**src/rtl/exex_pkg.sv**
```systemverilog
// exex_pkg: shared definitions for the EX-to-EX pipeline register chain.
//   - default widths / depth for exex_pipe parameters
//   - exex_entry_t: payload carried by each stage (default widths)
//   - rob_age(): ROB-relative age of an index, wrap-safe for widths up to
//     EXEX_ROB_MAX_W bits
// Optional feature macro used by exex_pipe: EXEX_BUBBLE_COLLAPSE_EN.
package exex_pkg;

  localparam int EXEX_DATA_W    = 32;
  localparam int EXEX_ROB_IDX_W = 4;
  localparam int EXEX_EXC_W     = 3;
  localparam int EXEX_STAGES    = 3;
  localparam int EXEX_ROB_MAX_W = 16;

  typedef struct packed {
    logic [EXEX_DATA_W-1:0]    data_a;
    logic [EXEX_DATA_W-1:0]    data_b;
    logic [EXEX_ROB_IDX_W-1:0] rob_idx;
    logic [EXEX_EXC_W-1:0]     exception_vector;
  } exex_entry_t;

  // Distance of idx from the ROB head, modulo 2^idx_w. Arguments are
  // zero-extended to EXEX_ROB_MAX_W bits by the caller; the mask keeps the
  // subtraction wrapping at the real ROB depth.
  function automatic logic [EXEX_ROB_MAX_W-1:0] rob_age(
    input logic [EXEX_ROB_MAX_W-1:0] idx,
    input logic [EXEX_ROB_MAX_W-1:0] head,
    input int unsigned               idx_w
  );
    logic [EXEX_ROB_MAX_W-1:0] mask;
    mask = '1;
    if (idx_w < EXEX_ROB_MAX_W) begin
      mask = mask >> (EXEX_ROB_MAX_W - idx_w);
    end
    return (idx - head) & mask;
  endfunction

endpackage

```
**src/rtl/exex_stage.sv**
```systemverilog
// exex_stage: one register stage of the EX-to-EX chain (valid bit + entry).
// Ports:
//   clk, reset  : clock, synchronous active-high reset (clears valid and entry)
//   load        : this stage takes the incoming slot this cycle
//   load_valid  : valid bit of the incoming slot (already flush-filtered)
//   capture     : write in_entry into the data register
//   kill        : clear the held entry when the stage is not loading
//   in_entry    : incoming payload
//   valid, entry: registered stage contents
module exex_stage
  import exex_pkg::*;
#(
  parameter int ENTRY_W = 1
) (
  input  logic               clk,
  input  logic               reset,
  input  logic               load,
  input  logic               load_valid,
  input  logic               capture,
  input  logic               kill,
  input  logic [ENTRY_W-1:0] in_entry,
  output logic               valid,
  output logic [ENTRY_W-1:0] entry
);

  always_ff @(posedge clk) begin
    if (reset) begin
      valid <= 1'b0;
      entry <= '0;
    end else begin
      // Loading replaces the slot (the old entry has moved on or was empty),
      // otherwise the held entry survives unless it is killed.
      if (load) begin
        valid <= load_valid;
      end else if (kill) begin
        valid <= 1'b0;
      end
      // Data of invalid slots is don't-care, so it is only written when a
      // live incoming entry arrives; it holds otherwise.
      if (capture) begin
        entry <= in_entry;
      end
    end
  end

endmodule

```
**src/rtl/exex_pipe.sv**
```systemverilog
// exex_pipe: STAGES-deep EX-to-EX pipeline register chain with ready/valid
// handshake, back-pressure and ROB-age based selective flush.
// Ports:
//   clk, reset                    : clock, synchronous active-high reset
//   in_valid / in_ready           : upstream handshake (in_ready is combinational)
//   in_data_a/b, in_rob_idx,
//   in_exception_vector           : incoming entry
//   out_valid / out_ready         : downstream handshake
//   out_data_a/b, out_rob_idx,
//   out_exception_vector          : entry in the last stage
//   out_has_exception             : any exception bit set on a valid output
//   rob_head                      : oldest ROB index (age reference)
//   flush_valid, flush_rob_idx    : kill entries strictly younger than flush_rob_idx
//   flush_all                     : kill every entry, drop the incoming one
//   occupancy                     : number of valid stages
// Macro EXEX_BUBBLE_COLLAPSE_EN: per-stage ready chain (bubbles collapse under
// output back-pressure). Undefined: whole-chain stall while the output is
// blocked.
module exex_pipe
  import exex_pkg::*;
#(
  parameter int DATA_W    = EXEX_DATA_W,
  parameter int ROB_IDX_W = EXEX_ROB_IDX_W,
  parameter int EXC_W     = EXEX_EXC_W,
  parameter int STAGES    = EXEX_STAGES
) (
  input  logic                         clk,
  input  logic                         reset,
  input  logic                         in_valid,
  output logic                         in_ready,
  input  logic [DATA_W-1:0]            in_data_a,
  input  logic [DATA_W-1:0]            in_data_b,
  input  logic [ROB_IDX_W-1:0]         in_rob_idx,
  input  logic [EXC_W-1:0]             in_exception_vector,
  output logic                         out_valid,
  input  logic                         out_ready,
  output logic [DATA_W-1:0]            out_data_a,
  output logic [DATA_W-1:0]            out_data_b,
  output logic [ROB_IDX_W-1:0]         out_rob_idx,
  output logic [EXC_W-1:0]             out_exception_vector,
  output logic                         out_has_exception,
  input  logic [ROB_IDX_W-1:0]         rob_head,
  input  logic                         flush_valid,
  input  logic [ROB_IDX_W-1:0]         flush_rob_idx,
  input  logic                         flush_all,
  output logic [$clog2(STAGES+1)-1:0]  occupancy
);

  localparam int ENTRY_W = 2*DATA_W + ROB_IDX_W + EXC_W;
  localparam int OCC_W   = $clog2(STAGES+1);
  // Field positions inside the flat entry {a, b, rob_idx, exc}.
  localparam int ROB_LSB = EXC_W;
  localparam int B_LSB   = EXC_W + ROB_IDX_W;
  localparam int A_LSB   = B_LSB + DATA_W;

  // True when idx is strictly younger than the flushing instruction.
  function automatic logic is_younger(
    input logic                 fl_valid,
    input logic [ROB_IDX_W-1:0] idx,
    input logic [ROB_IDX_W-1:0] fl_idx,
    input logic [ROB_IDX_W-1:0] head
  );
    logic [EXEX_ROB_MAX_W-1:0] idx_ext;
    logic [EXEX_ROB_MAX_W-1:0] fl_ext;
    logic [EXEX_ROB_MAX_W-1:0] head_ext;
    idx_ext  = '0;
    fl_ext   = '0;
    head_ext = '0;
    idx_ext[ROB_IDX_W-1:0]  = idx;
    fl_ext[ROB_IDX_W-1:0]   = fl_idx;
    head_ext[ROB_IDX_W-1:0] = head;
    return fl_valid &&
           (rob_age(idx_ext, head_ext, unsigned'(ROB_IDX_W)) >
            rob_age(fl_ext, head_ext, unsigned'(ROB_IDX_W)));
  endfunction

  logic [STAGES-1:0]  valid;
  logic [STAGES-1:0]  ready;       // stage may take its incoming slot
  logic [STAGES-1:0]  inc_valid;   // valid of the slot feeding each stage
  logic [STAGES-1:0]  kill_held;
  logic [STAGES-1:0]  kill_inc;
  logic [ENTRY_W-1:0] entry     [STAGES];
  logic [ENTRY_W-1:0] inc_entry [STAGES];

`ifndef EXEX_BUBBLE_COLLAPSE_EN
  logic stall;
  assign stall    = valid[STAGES-1] && !out_ready;
  assign in_ready = !stall;
`else
  assign in_ready = ready[0];
`endif

  generate
    for (genvar gi = 0; gi < STAGES; gi++) begin : g_stage
      if (gi == 0) begin : g_src_in
        assign inc_valid[gi] = in_valid;
        assign inc_entry[gi] = {in_data_a, in_data_b, in_rob_idx, in_exception_vector};
      end else begin : g_src_prev
        assign inc_valid[gi] = valid[gi-1];
        assign inc_entry[gi] = entry[gi-1];
      end

`ifdef EXEX_BUBBLE_COLLAPSE_EN
      // A stage can take a new slot if it is empty or its own entry leaves.
      if (gi == STAGES-1) begin : g_rdy_last
        assign ready[gi] = !valid[gi] || out_ready;
      end else begin : g_rdy_mid
        assign ready[gi] = !valid[gi] || ready[gi+1];
      end
`else
      // Global stall: the chain shifts as a whole, bubbles included.
      assign ready[gi] = !stall;
`endif

      assign kill_held[gi] = flush_all ||
        is_younger(flush_valid, entry[gi][ROB_LSB +: ROB_IDX_W], flush_rob_idx, rob_head);
      assign kill_inc[gi] =
        is_younger(flush_valid, inc_entry[gi][ROB_LSB +: ROB_IDX_W], flush_rob_idx, rob_head);

      exex_stage #(
        .ENTRY_W(ENTRY_W)
      ) u_stage (
        .clk       (clk),
        .reset     (reset),
        .load      (ready[gi]),
        .load_valid(inc_valid[gi] && !flush_all && !kill_inc[gi]),
        .capture   (ready[gi] && inc_valid[gi] && !flush_all),
        .kill      (kill_held[gi]),
        .in_entry  (inc_entry[gi]),
        .valid     (valid[gi]),
        .entry     (entry[gi])
      );
    end
  endgenerate

  assign out_valid            = valid[STAGES-1];
  assign out_data_a           = entry[STAGES-1][A_LSB +: DATA_W];
  assign out_data_b           = entry[STAGES-1][B_LSB +: DATA_W];
  assign out_rob_idx          = entry[STAGES-1][ROB_LSB +: ROB_IDX_W];
  assign out_exception_vector = entry[STAGES-1][0 +: EXC_W];
  assign out_has_exception    = out_valid && (|entry[STAGES-1][0 +: EXC_W]);

  always_comb begin
    occupancy = '0;
    for (int i = 0; i < STAGES; i++) begin
      occupancy = occupancy + OCC_W'(valid[i]);
    end
  end

endmodule

```
**config.mk**
```make
export PLATFORM = sky130hd
export DESIGN_NAME = exex_pipe
export DESIGN_NICKNAME = d
export VERILOG_FILES = /design/src/rtl/exex_pkg.sv /design/src/rtl/exex_stage.sv /design/src/rtl/exex_pipe.sv
export SDC_FILE = /design/constraint.sdc
export NUM_CORES = 1
export LEC_CHECK = 0
export CAP_MARGIN = 5
export CORE_MARGIN = 5
export CORE_UTILIZATION = 50
export CTS_BUF_LIST = sky130_fd_sc_hd__clkbuf_2 sky130_fd_sc_hd__clkbuf_4 sky130_fd_sc_hd__clkbuf_8
export DETAILED_ROUTE_END_ITERATION = 8
export GPL_TIMING_DRIVEN = 1
export PLACE_DENSITY = 0.82
export SETUP_SLACK_MARGIN = 0.2
export SLEW_MARGIN = 20
export SYNTH_ARGS = -nofsm -noshare
export SYNTH_HDL_FRONTEND = slang
export SYNTH_HIERARCHICAL = 1
export SYNTH_SLANG_ARGS = --single-unit
```
**constraint.sdc**
```tcl
create_clock -name clk -period 4.3 [get_ports clk]
set_clock_uncertainty 0.15 [all_clocks]
set_input_delay 0.645 -clock clk [delete_from_list [all_inputs] [get_ports clk]]
set_output_delay 0.645 -clock clk [all_outputs]
set_load 0.02 [all_outputs]
```
## Word-level counts from Yosys, hierarchy flattened

Cells that the tools add are included.

- Register bits: 216
- Input port bits: 85
- Output and inout port bits: 76

- Add/sub/neg operators: 7
- Magnitude comparators: 4
- Equal/unequal tests: 3
- Multiplexer cells: 6
- Reduce and logical (&&, ||, !) cells: 28

Operator list:

| cell | count |
|---|---|
| subtractor 4 bit | 5 |
| logical AND 1 bit | 18 |
| > comparator 4 bit | 4 |
| zero test 1 bit | 6 |
| 2-to-1 mux 1 bit | 6 |
| != test 2 x 1 -> 1 bit, second input constant | 3 |
| logical OR 1 bit | 3 |
| OR reduction 3 bit | 1 |
| adder 1 x 1 -> 2 bit | 1 |
| adder 2 x 1 -> 2 bit | 1 |

## Depth between registers and ports, before layout

Gate-level depths: netlist of run 1.

- Word-level depth: 6
- Depth in mapped cells: 12

## Modules after synthesis

The synthesis of run 1 kept the hierarchy.

By module, submodules not included:

| module | instances | cells an instance | area each (sq um) |
|---|---|---|---|
| exex_stage | 3 | 233 | 2583.7 |
| exex_pipe | 1 | 113 | 1019.7 |

## Least setup slack after synthesis of run 1

No wires, ideal clock.

- Path kind: input to register
- From: input rob_head[1]
- To: register g_stage[1].u_stage.valid
- Setup time: 70 ps
- Arrival: 3056 ps
- Required time: 4080 ps
- Setup slack: 1024 ps
- Cell stages on the path: 11
- Buffers on the path: 0
- Path through: inv_1 ha_1 a21o_1 a21oi_1 xnor2_1 ha_1 a31oi_1 o21ai_0 a31o_1 or3b_1 a21oi_1

- Elaborated cells on any way between the ends: 12
- Those cells by class: add/sub: 3; order compare: 2; eq/ne: 1; mux: 1; reduce/logical: 5

RTL lines:

| item | RTL line | source |
|---|---|---|
| start: declaration | exex_pipe.sv:42 | `input logic [ROB_IDX_W-1:0] rob_head,` |
| subtractor 4 bit | exex_pkg.sv:35 | `return (idx - head) & mask;` |
| > comparator 4 bit * | exex_pipe.sv:73 | `(rob_age(idx_ext, head_ext, unsigned'(ROB_IDX_W)) >` |
| logical AND 1 bit * | exex_pipe.sv:72 | `return fl_valid &&` |
| logical OR 1 bit * | exex_pipe.sv:115 | `assign kill_held[gi] = flush_all \|\|` |
| named net kill_held[1] | exex_pipe.sv:80 | `logic [STAGES-1:0] kill_held;` |
| != test 2 x 1 -> 1 bit (no line) * | n/a |  |
| end signal: assignment | exex_stage.sv:34 | `valid <= load_valid;` |
| end: declaration | exex_stage.sv:22 | `output logic valid,` |

The timed path passes the listed nets; every way through them passes the cells marked *.
A chain may end at the register's enable or synchronous reset.

## Final worst setup path of run 1

- From: input rob_head[0]
- To: register g_stage[0].u_stage.valid

- Elaborated cells on any way between the ends: 12
- Those cells by class: add/sub: 3; order compare: 2; eq/ne: 1; mux: 1; reduce/logical: 5

RTL lines:

| item | RTL line |
|---|---|
| subtractor 4 bit | exex_pkg.sv:35 |
| > comparator 4 bit * | exex_pipe.sv:73 |
| logical AND 1 bit * | exex_pipe.sv:72 |
| logical OR 1 bit * | exex_pipe.sv:115 |
| named net kill_held[0] | exex_pipe.sv:80 |
| != test 2 x 1 -> 1 bit (no line) * | n/a |
| end signal: assignment | exex_stage.sv:34 |
| end: declaration | exex_stage.sv:22 |

Marked as above.

==> results.json, run 1 <==
{
  "setup_viol": 0,
  "worstPathRequired_ps": 4590,
  "rsz0062_at_grt": "no",
  "cp-start-kind": "primary input",
  "core_sq_um": 17200,
  "crit_type": "primary input to flop",
  "routed-via-count": 6012,
  "synth-seq-cells": 216,
  "cts_setup_buffers": 0,
  "fin_nets": 1091,
  "grt_pass1_wl_um": 30000,
  "fmax_mhz": 303,
  "rows": 48,
  "peakVddDrop_mv": 0.220,
  "drt_wl_total_um": 18200,
  "post_drt_via_cell_ratio": 4.92,
  "io_buffers": 160,
  "p_leak_nw": 4.15,
  "initial_utilization_pct": 50.9,
  "tightest_slew_ps": 871,
  "cts_buffers": 38,
  "path_max_fanout": 5,
  "hold_viol": 0,
  "ys_seq_area_share_pct": 49.3,
  "startpoint": "rob_head[0]",
  "syn-mean-instance-area_sq_um": 10.8,
  "antenna_found_initial": 0,
  "hold_buffers": 0,
  "syn_area_sq_um": 8770,
  "internal-power_mw": 3.40,
  "yosysTopAreaCell": "dfxtp_1",
  "hold_start": "g_stage[0].u_stage/entry[32]",
  "tns_ps": 0,
  "dp_hpwl_um": 11900,
  "setup_ws_ps": 1000,
  "synth_nets": 930,
  "crit_chain": "clkdlybuf4s50_1, ha_1, inv_1, fa_1, inv_1, ha_1, nor2b_1, o21ai_0, o21ai_0, a31o_1, or3b_1, a21oi_1",
  "clock_power_share_pct": 43.6,
  "die-area_sq_um": 20300,
  "gp_congestion": 0.810,
  "cts.clk_slew.worst_paths_ps": 60,
  "whs_ps": 336,
  "dp.cells": 1158,
  "power.switching_mw": 1.00,
  "ctsResizeCount": 0,
  "hp-class": "flop to flop",
  "layout_commonest_cell": "dfxtp_1",
  "cts_buffer_depth": 3,
  "arrival_ps": 3580,
  "end_kind": "flop",
  "cts.sinks": 216,
  "insertion_delay_ps": 520,
  "drc_errors": 0,
  "die_x_um": 142,
  "dpl_worst_slack_ps": 527,
  "rr_startpoint": "g_stage[0].u_stage/entry[3]",
  "layout_common_cells": "dfxtp_1, mux2i_1, nor2_1",
  "p_total_mw": 4.41,
  "syn_inst": 812,
  "swShare_pct": 22.8,
  "synth-warning-count": 6,
  "synth_top_area_share_pct": 49.3,
  "grt_max_degree": 123,
  "ys_types": 25,
  "cpLargestDelayFamily": "adder cells",
  "cts_tree": "yes",
  "critical-path-slowest-cell": "clkdlybuf4s50_1",
  "drive_gt1_share_pct": 7.94,
  "drv_cap": 0,
  "die_h_um": 142,
  "maxSlewHeadroom_pct": 41.9,
  "comb_power_share_pct": 9.6,
  "grt_remaining_overflow": 0,
  "min_period_ps": 3300,
  "fin_crit_sh_pct": 76.7,
  "root_buffer": "clkbuf_8",
  "drt_iter0_markers": 219,
  "crit_buf_inv": 3,
  "grt_pass1_vias": 6144,
  "ys_top_cells_by_area": "dfxtp_1, mux2i_1, nor2_1",
  "power_frac_seq_pct": 46.8,
  "area_delta_synth_final_pct": 26.9,
  "status": "completed",
  "fin_cells": 1222,
  "slowest_delay_ps": 610,
  "pin_count": 161,
  "slew_violations": 0,
  "antenna_left": 0,
  "h-tree-depth": 2,
  "grt_usage_pct": 17.9,
  "routedWlPerCell_um": 14.9,
  "powerDensity_nw_per_um2": 396,
  "drt-pass1-iter-count": 6
}
## path summary, 6_finish.rpt
kind,endpoint,slack (ps),cells after the start
setup / recovery,g_stage[0].u_stage/valid,1000,12
setup reg to reg,g_stage[0].u_stage/valid,1500,11
hold reg to reg,g_stage[1].u_stage/entry[32],340,2
hold / removal,g_stage[1].u_stage/entry[32],340,2
## power by group through the flow
stage / logic, mW / clock network, mW / registers (mW)
3_3_place_gp: 0.412 / 0 / 2.10
5_1_grt: 0.469 / 2.09 / 2.07
3_5_place_dp: 0.422 / 0 / 2.10
6_report: 0.423 / 1.92 / 2.06
2_1_floorplan: 0.301 / 0 / 2.10
4_1_cts: 0.425 / 1.99 / 2.06
## routing by layer
layer,GRT usage (%),up-vias,part of all wire [%]
met3,6.08,18,7.7
met1,22.6,2798,45
met4,5.60,0,1.2
met5,0,-,0
li1,-,3042,-
met2,29.1,154,47
## sequential cells by signal, indices dropped and copies added (netlist names)
signal / flops
g_stage.u_stage/entry: 213
g_stage.u_stage/valid: 3
## Yosys cell counts
master    count
o21ai_0       8
buf_6         3
nand2_1       3
nand2b_1      3
mux2i_1     213
or3b_1        3
inv_1        15
buf_2         3
o31a_1        1
a21o_1        5
xor2_1        5
a31o_1        3
xnor2_1      14
nand4b_4      2
fa_1          6
xnor2_4       1
nor2_1      216
nor2b_1       5
buf_8        21
dfxtp_1     216
clkbuf_1     22
ha_1         27
a21oi_1       8
a31oi_1       7
nand4b_1      2
## stage by stage
stage               utilization, %  instance area, sq um
global placement              59.9                 10300
CTS                           64.6                 11100
finish                        64.6                 11100
detailed placement            59.9                 10300
global route                  64.6                 11100
floorplan                        -                  8770
## cell type report
| type | instances | area, sq um |
|---|---|---|
| timing repair buffer | 170 | 1700 |
| clock inverter | 6 | 63.8 |
| multi-input combinational | 532 | 3970 |
| antenna | 2 | 5.00 |
| tap | 225 | 282 |
| fill | 1391 | 6100 |
| inverter | 15 | 56.3 |
| clock buffer | 56 | 733 |
| sequential | 216 | 4320 |
## worst min-delay path: stages (launching register included)
cell	delay [ps]
dfxtp_1	320
mux2i_1	70
nor2_1	70
## logic make-up after synthesis
group | after synthesis | share of synthesized area (%)
compound gates | 32 | 2.24
xor+xnor | 20 | 2.21
fa+ha+maj | 33 | 5.22
buf+inv | 64 | 5.73
flops | 216 | 49.3
mux | 213 | 24.3
simple gates | 234 | 11.0
No activity file was read; power rests on OpenSTA's default activity.
==> run 2, diff against run 1 <==
--- a/config.mk
+++ b/config.mk
@@ -7,11 +7,11 @@
 export LEC_CHECK = 0
 export CAP_MARGIN = 5
 export CORE_MARGIN = 5
-export CORE_UTILIZATION = 50
+export CORE_UTILIZATION = 49
 export CTS_BUF_LIST = sky130_fd_sc_hd__clkbuf_2 sky130_fd_sc_hd__clkbuf_4 sky130_fd_sc_hd__clkbuf_8
 export DETAILED_ROUTE_END_ITERATION = 8
 export GPL_TIMING_DRIVEN = 1
-export PLACE_DENSITY = 0.82
+export PLACE_DENSITY = 0.83
 export SETUP_SLACK_MARGIN = 0.2
 export SLEW_MARGIN = 20
 export SYNTH_ARGS = -nofsm -noshare
==> constraint.sdc (replaced) <==
create_clock -name clk -period 2.65 [get_ports clk]
set_clock_uncertainty 0.15 [all_clocks]
set_input_delay 0.3975 -clock clk [delete_from_list [all_inputs] [get_ports clk]]
set_output_delay 0.3975 -clock clk [all_outputs]
set_load 0.02 [all_outputs]
==> run 2 against run 1 <==
Sequential power up 62%. Worst hold slack worse by 190 ps. Critical path depth decreased by 1. Combinational power up 110%. Utilization increased by 0.96 points. Sequential share of layout area shrank 1.7 points. Flip-flop and latch count stayed put. First-iteration DRC count rose by 16%. Non-clock buffer count up 32. Final area up 4.7%. Critical endpoint is now g_stage[1].u_stage/valid. Highest routed layer unchanged.
==> results.json, run 2 (synthesis gave the netlist of run 1 again) <==
{
  "cp-start-kind": "flop",
  "crit_buf_inv": 2,
  "die_x_um": 144,
  "crit_type": "flop to flop",
  "routedWlPerCell_um": 15.3,
  "p_total_mw": 7.16,
  "cts_tree": "yes",
  "startpoint": "g_stage[1].u_stage/entry[3]",
  "reg_top3": "g_stage.u_stage/entry x213, g_stage.u_stage/valid x3",
  "pin_count": 161,
  "core_sq_um": 17800,
  "initial_utilization_pct": 49.3,
  "rr_startpoint": "g_stage[1].u_stage/entry[3]",
  "grt_max_degree": 67,
  "arrival_ps": 2850,
  "cts.sinks": 216,
  "whs_ps": 142,
  "cts_buffer_depth": 3,
  "h-tree-depth": 2,
  "antenna_found_initial": 0,
  "peakVddDrop_mv": 0.472,
  "root_buffer": "clkbuf_8",
  "die-area_sq_um": 20700,
  "status": "completed",
  "grt_pass1_wl_um": 30800,
  "p_leak_nw": 4.36,
  "drive_gt1_share_pct": 15.0,
  "rows": 49,
  "grt_remaining_overflow": 0,
  "path_max_fanout": 3,
  "cts.clk_slew.worst_paths_ps": 60,
  "post_drt_via_cell_ratio": 4.98,
  "hp-class": "primary input to flop",
  "io_buffers": 160,
  "maxSlewHeadroom_pct": 69.7,
  "grt_pass1_vias": 6426,
  "critical-path-slowest-cell": "fa_1",
  "drc_errors": 0,
  "cpLargestDelayFamily": "adder cells",
  "regMostFlops": "g_stage.u_stage/entry",
  "insertion_delay_ps": 500,
  "grt_usage_pct": 18.3,
  "fin_crit_sh_pct": 96.7,
  "die_h_um": 144,
  "fmax_mhz": 390,
  "drt_iter0_markers": 255,
  "largest_reg_flops": 213,
  "setup_ws_ps": 88.7,
  "antenna_cells": 0,
  "routed-via-count": 6262,
  "powerDensity_nw_per_um2": 615,
  "min_period_ps": 2560,
  "drt-pass1-iter-count": 4,
  "slew_violations": 0,
  "fin_nets": 1121,
  "hold_buffers": 0,
  "setup_viol": 0,
  "layout_common_cells": "mux2i_1, nor2_1, dfxtp_1",
  "rsz0062_at_grt": "yes",
  "tns_ps": 0,
  "antenna_left": 0,
  "hold_start": "reset",
  "dpl_worst_slack_ps": -848,
  "tightest_slew_ps": 455,
  "dp_hpwl_um": 12700,
  "drt_wl_total_um": 19300,
  "worstPathRequired_ps": 2940,
  "drv_cap": 0,
  "crit_chain": "inv_2, ha_4, inv_2, fa_1, ha_4, nor2b_4, o21ai_2, o21ai_1, a31o_1, or3b_1, a21oi_1",
  "gp_congestion": 0.825,
  "hold_viol": 0,
  "slowest_delay_ps": 450,
  "area_delta_synth_final_pct": 32.9,
  "end_kind": "flop",
  "cts_buffers": 36
}
==> run 2: changes by cell type in the layout (fill, tap and decap cells not counted), moves of 6 or more <==
cell,delta
buf_12,+8
buf_4,+21
clkbuf_4,+9
clkbuf_8,-7
clkdlybuf4s50_1,-6
dfxtp_1,-6
ha_1,-13
ha_4,+12
inv_1,-10
inv_2,+8
o21ai_0,-6
==> run 2: final cells by class <==
cell class | instances | area, sq um
clock buffers | 58 | 704
clock inverters | 5 | 31.3
fillers | 1421 | 6120
inverters | 15 | 62.6
multi-input cells | 532 | 4190
flip-flops and latches | 216 | 4330
well taps | 229 | 287
repair buffers | 202 | 2050
==> run 2: routing by layer <==
metal / GRT usage, % / up-vias / share of wire, %
met4: 6.69 / 0 / 2.1
met1: 21.1 / 2966 / 41
met3: 4.63 / 37 / 6.2
met5: 0 / - / 0
met2: 32.7 / 147 / 51
li1: - / 3112 / -
==> run 2: what timing repair did <==
item,4_1_cts,5_1_grt
pin swaps,16,23
hold endpoints to repair,0,0
resized for setup,30,24
endpoints found under the setup margin,6,3
buffers inserted,6,5
==> run 2: metrics by stage <==
step | cell area (sq um) | util, % | std cells
2_1_floorplan | 8860 | - | 812
3_3_place_gp | 10700 | 60.0 | 1183
3_5_place_dp | 10700 | 60.0 | 1183
4_1_cts | 11500 | 64.9 | 1252
5_1_grt | 11700 | 65.6 | 1257
6_report | 11700 | 65.6 | 1257
==> run 2: path summary, 6_finish.rpt <==
| kind | end | slack, ps | cells past startpoint |
|---|---|---|---|
| setup / recovery | g_stage[1].u_stage/valid | 90 | 11 |
| setup reg to reg | g_stage[1].u_stage/valid | 90 | 11 |
| hold reg to reg | g_stage[2].u_stage/entry[17] | 340 | 2 |
| hold / removal | g_stage[1].u_stage/entry[24] | 140 | 2 |
==> run 2: power breakdown <==
part           leakage (nW)  switching (mW)  internal (mW)
logic                  2.21           0.404          0.491
clock network         0.395            1.24           1.68
registers              1.75          0.0335           3.31
